**src/rtl/tw_req_arbiter.sv**
```systemverilog
// Round-robin arbiter merging NUM_PORTS taskwait request streams into one engine stream.
// The grant is locked for a whole PKT_BEATS-beat message so beats never interleave.
module tw_req_arbiter #(
   parameter int  NUM_PORTS = 4,
   parameter int  MAX_ACCS  = 16,
   parameter int  PKT_BEATS = 2,
   localparam int ACC_BITS  = $clog2(MAX_ACCS),
   localparam int GW        = $clog2(NUM_PORTS)
) (
   input  logic                          clk,
   input  logic                          rstn,
   input  logic [NUM_PORTS*64-1:0]       in_TDATA,
   input  logic [NUM_PORTS-1:0]          in_TVALID,
   input  logic [NUM_PORTS*ACC_BITS-1:0] in_TID,
   output logic [NUM_PORTS-1:0]          in_TREADY,
   output logic [63:0]                   out_TDATA,
   output logic                          out_TVALID,
   output logic [ACC_BITS-1:0]           out_TID,
   input  logic                          out_TREADY,
   output logic [GW-1:0]                 grant,
   output logic                          busy
);

   localparam int BW = (PKT_BEATS > 1) ? $clog2(PKT_BEATS) : 1;

   typedef enum logic {
      S_IDLE = 1'b0,
      S_FWD  = 1'b1
   } state_t;

   state_t              state_q, state_d;
   logic [GW-1:0]       rr_ptr_q, rr_ptr_d;
   logic [GW-1:0]       grant_q, grant_d;
   logic [BW-1:0]       beat_cnt_q, beat_cnt_d;
   logic [ACC_BITS-1:0] tid_q, tid_d;

   logic [63:0]         data_a [NUM_PORTS];
   logic [ACC_BITS-1:0] tid_a  [NUM_PORTS];
   logic                found;
   logic [GW-1:0]       pick;
   logic                hs;
   int                  idx;

   for (genvar p = 0; p < NUM_PORTS; p++) begin : g_unpack
      assign data_a[p] = in_TDATA[64*p +: 64];
      assign tid_a[p]  = in_TID[ACC_BITS*p +: ACC_BITS];
   end

   // First requester at or after rr_ptr, wrapping modulo NUM_PORTS.
   always_comb begin
      found = 1'b0;
      pick  = grant_q;
      idx   = 0;
      for (int i = 0; i < NUM_PORTS; i++) begin
         idx = int'(rr_ptr_q) + i;
         if (idx >= NUM_PORTS) idx = idx - NUM_PORTS;
         if (!found && in_TVALID[GW'(idx)]) begin
            found = 1'b1;
            pick  = GW'(idx);
         end
      end
   end

   always_comb begin
      state_d    = state_q;
      rr_ptr_d   = rr_ptr_q;
      grant_d    = grant_q;
      beat_cnt_d = beat_cnt_q;
      tid_d      = tid_q;
      out_TDATA  = '0;
      out_TVALID = 1'b0;
      in_TREADY  = '0;
      hs         = 1'b0;
      case (state_q)
         S_IDLE: begin
            if (found) begin
               grant_d    = pick;
               tid_d      = tid_a[pick];
               beat_cnt_d = '0;
               state_d    = S_FWD;
            end
         end
         S_FWD: begin
            out_TDATA          = data_a[grant_q];
            out_TVALID         = in_TVALID[grant_q];
            in_TREADY[grant_q] = out_TREADY;
            hs                 = in_TVALID[grant_q] && out_TREADY;
            if (hs) begin
               if (beat_cnt_q == BW'(PKT_BEATS - 1)) begin
                  beat_cnt_d = '0;
                  state_d    = S_IDLE;
                  rr_ptr_d   = (grant_q == GW'(NUM_PORTS - 1)) ? '0 : grant_q + 1'b1;
               end else begin
                  beat_cnt_d = beat_cnt_q + 1'b1;
               end
            end
         end
         default: state_d = S_IDLE;
      endcase
   end

   always_ff @(posedge clk or negedge rstn) begin
      if (!rstn) begin
         state_q    <= S_IDLE;
         rr_ptr_q   <= '0;
         grant_q    <= '0;
         beat_cnt_q <= '0;
         tid_q      <= '0;
      end else begin
         state_q    <= state_d;
         rr_ptr_q   <= rr_ptr_d;
         grant_q    <= grant_d;
         beat_cnt_q <= beat_cnt_d;
         tid_q      <= tid_d;
      end
   end

   assign out_TID = tid_q;
   assign grant   = grant_q;
   assign busy    = (state_q == S_FWD);

endmodule

```
**config.mk**
```make
export PLATFORM = sky130hd
export DESIGN_NAME = tw_req_arbiter
export DESIGN_NICKNAME = d
export VERILOG_FILES = /design/src/rtl/tw_req_arbiter.sv
export SDC_FILE = /design/constraint.sdc
export NUM_CORES = 1
export LEC_CHECK = 0
export CORE_AREA = 4 4 136 138
export DETAILED_ROUTE_END_ITERATION = 8
export DIE_AREA = 0 0 140 142
export PLACE_DENSITY = 0.61
export REMOVE_ABC_BUFFERS = 1
export SYNTH_ARGS = -nofsm -noshare
export SYNTH_HDL_FRONTEND = slang
export SYNTH_SLANG_ARGS = --single-unit
```
**constraint.sdc**
```tcl
create_clock -name clk -period 2.4 [get_ports clk]
set_input_delay 0.24 -clock clk [delete_from_list [all_inputs] [get_ports clk]]
set_output_delay 0.24 -clock clk [all_outputs]
set_load 0.005 [all_outputs]
```
==> reports/results.ini <==
[clocking]
cts_max_path_buffers=2
clkLatencyLatePin_ns=0.24
clock_sinks=10
cts-root-buf=clkbuf_16
ctsHoldBuffers=0
clkTransAtPathRegs_ns=0.04
cts-buffers-inserted=3
htree_levels=1
cts_tree=done

[sta]
worst_slack_ns=0.0260
fin_skew_ns=0.00302
whs_ns=0.317
tightest_slew_ns=0.764
slew-limit-headroom=0.489
drv_slew=0
rsz0062_at_grt=true
fin_crit_sh=0.989
fmax_mhz=421
period_needed_ns=2.37
setup_viol=0
hold_violations=0

[worst_setup_path]
crit_path_max_fanout=22
crit_required_ns=2.16
endpoint_kind=output port
r2r_cells=7
reg2reg_slack_ns=0.25
r2r-start=rr_ptr_q[1]
r2r_end=out_TID[3]
cp_data_arrival_time_ns=2.13
crit_type=reg -> out
startpoint_type=flip-flop

[floorplanning]
core.rowCount=48
dieArea_sq_um=19900
die_h_um=142
core_sq_um=17200
initial_core_util=0.168
fp.dieW_um=140
io_pins=355

[detailed_routing]
wl_met3_mm=1.04
vias=3770
remaining_drc_errors=0
wire_per_inst_um=21.9
ant_nets=0
wl_met2_mm=9.45
wl_met1_mm=7.43
drt_first_pass_iters=4
wirelength_mm=18.3
drt_iter0_drc=146
highest_layer=met5
via_per_inst=4.53

[cells_and_area]
num_antenna_cells=0
syn_to_final_growth_pct=140
finalNetCount=891
drive_gt1_frac=0.165

[synth]
synth-edff-count=0
synthTopCellsByArea=mux4_2 51%, and2_1 14%, dfrtp_1 8.7%
ys_types=41
synth_top_area_share=0.509
yosys-top-cells-count=65 x and2_1, 65 x mux4_2, 12 x clkbuf_1
async_flop_share=1.00
post-synth-top-area-cell=mux4_2
ys_seq_elements=10
seq_area_frac_synth=0.0870
syn_inst=257
syn-cell-area_sq_um=2880
yosys_warnings=0
synth_flop_cell=dfrtp_1
avgSynthCellArea_sq_um=11.2

[placement]
hpwl_mm=15.3
place.gp.congestion=0.949
dp_slack_ns=-0.138
numPortBuffers=354

[global_route]
grt_first_pass_wirelength_mm=26.7
gr-total-overflow=0
grt_pass1_vias=4097
grt_antenna_before_repair=1
grtUsageTotal=0.172
grt_max_degree=70

[run_status]
outcome=complete, no violations

[power]
power_switching_mw=1.93
power_density_nw_per_um2=789
p_int_mw=3.51
power_mw=5.44
peakVddDrop_v=0.000390
leakagePower_nw=2.66
p_seq_frac=0.070
switching_share=0.354
combPwrFrac=0.869
pwr-share-clk=0.061

[min_path]
hp-class=in -> async

[flow_run]
maxCapViolations=0

-- timing repair --
item,4_1_cts,5_1_grt
gates resized for setup,28,10
buffers inserted,1,5
endpoints found under the setup margin,61,28
endpoints found under the hold margin,0,0
gates cloned,0,0
-- power by group through the flow --
| stage | logic (mW) | registers, mW | clock network (mW) |
|---|---|---|---|
| after CTS | 4.75 | 0.383 | 0.335 |
| after global placement | 4.83 | 0.398 | 0 |
| after floorplan | 1.99 | 0.710 | 0 |
| after global routing | 5.04 | 0.395 | 0.345 |
| after detailed placement | 4.87 | 0.397 | 0 |
| final | 4.72 | 0.382 | 0.331 |
-- worst max-delay path: stages (launching register included) --
cell and delay (ns):
dfrtp_4 0.52, buf_12 0.24, mux4_2 0.51, and2_1 0.17
clkdlybuf4s50_1 0.44
-- logic make-up after synthesis --
kind of cell             after synthesis  share of synthesized area
multiplexers                          75                      0.544
AND/OR/NAND/NOR                      109                      0.231
buffers and inverters                 35                     0.0630
AO/OA/AOI/OAI                         24                     0.0574
flip-flops                            10                     0.0870
adder cells (fa/ha/maj)                4                     0.0174
-- stage by stage --
stage / cells / instance area (sq um) / setup TNS [ns] / util
finish: 832 / 6890 / 0 / 0.401
global route: 832 / 6890 / -0.336 / 0.401
CTS: 827 / 6820 / 0 / 0.397
detailed placement: 822 / 6760 / -0.496 / 0.393
global placement: 822 / 6760 / -0.137 / 0.393
floorplan: 226 / 2710 / -109.67 / -
-- area by class of cell --
type                            count  area (sq um)
Fill cell                        1691         10300
Timing Repair Buffer              377          3780
Multi-Input combinational cell    212          2460
Tap cell                          225           282
Sequential cell                    10           259
Clock buffer                        4          88.8
Inverter                            4          15.0
-- cell usage in the layout, fill, tap and decap left out, types with 6 or more instances in the layout --
cell             instances
nand2_1                  8
mux2i_1                  9
buf_4                   16
dlygate4sd2_1           27
o21ai_0                  6
buf_12                   6
and2_1                  65
nor2_1                   6
mux4_2                  65
clkdlybuf4s50_1        318
dlymetal6s2s_1           9
dfrtp_1                  7
-- registers in the layout, summed over array words and instances, names as in the netlist --
register and cells:
out_TID 4, grant 2, rr_ptr_q 2, beat_cnt_q 1
busy 1
-- worst max-delay path by stage --
stage / startpoint / endpoint / slack (ns) / cells past startpoint
final: grant[0] / out_TDATA[39] / 0.03 / 4
after global routing: grant[0] / out_TDATA[39] / -0.05 / 4
after CTS: grant[0] / out_TDATA[39] / 0.001 / 4
after detailed placement: in_TVALID[1] / out_TID[0] / -0.14 / 7
after global placement: in_TVALID[1] / out_TID[1] / -0.04 / 7
after floorplan: grant[0] / out_TID[0] / -1.71 / 6
-- routing by layer --
layer / vias up / global-route usage
met3: 19 / 0.0292
met5: - / 0
li1: 1716 / -
met2: 194 / 0.309
met4: 2 / 0.0326
met1: 1839 / 0.221
(Power assumes the default switching activity.)
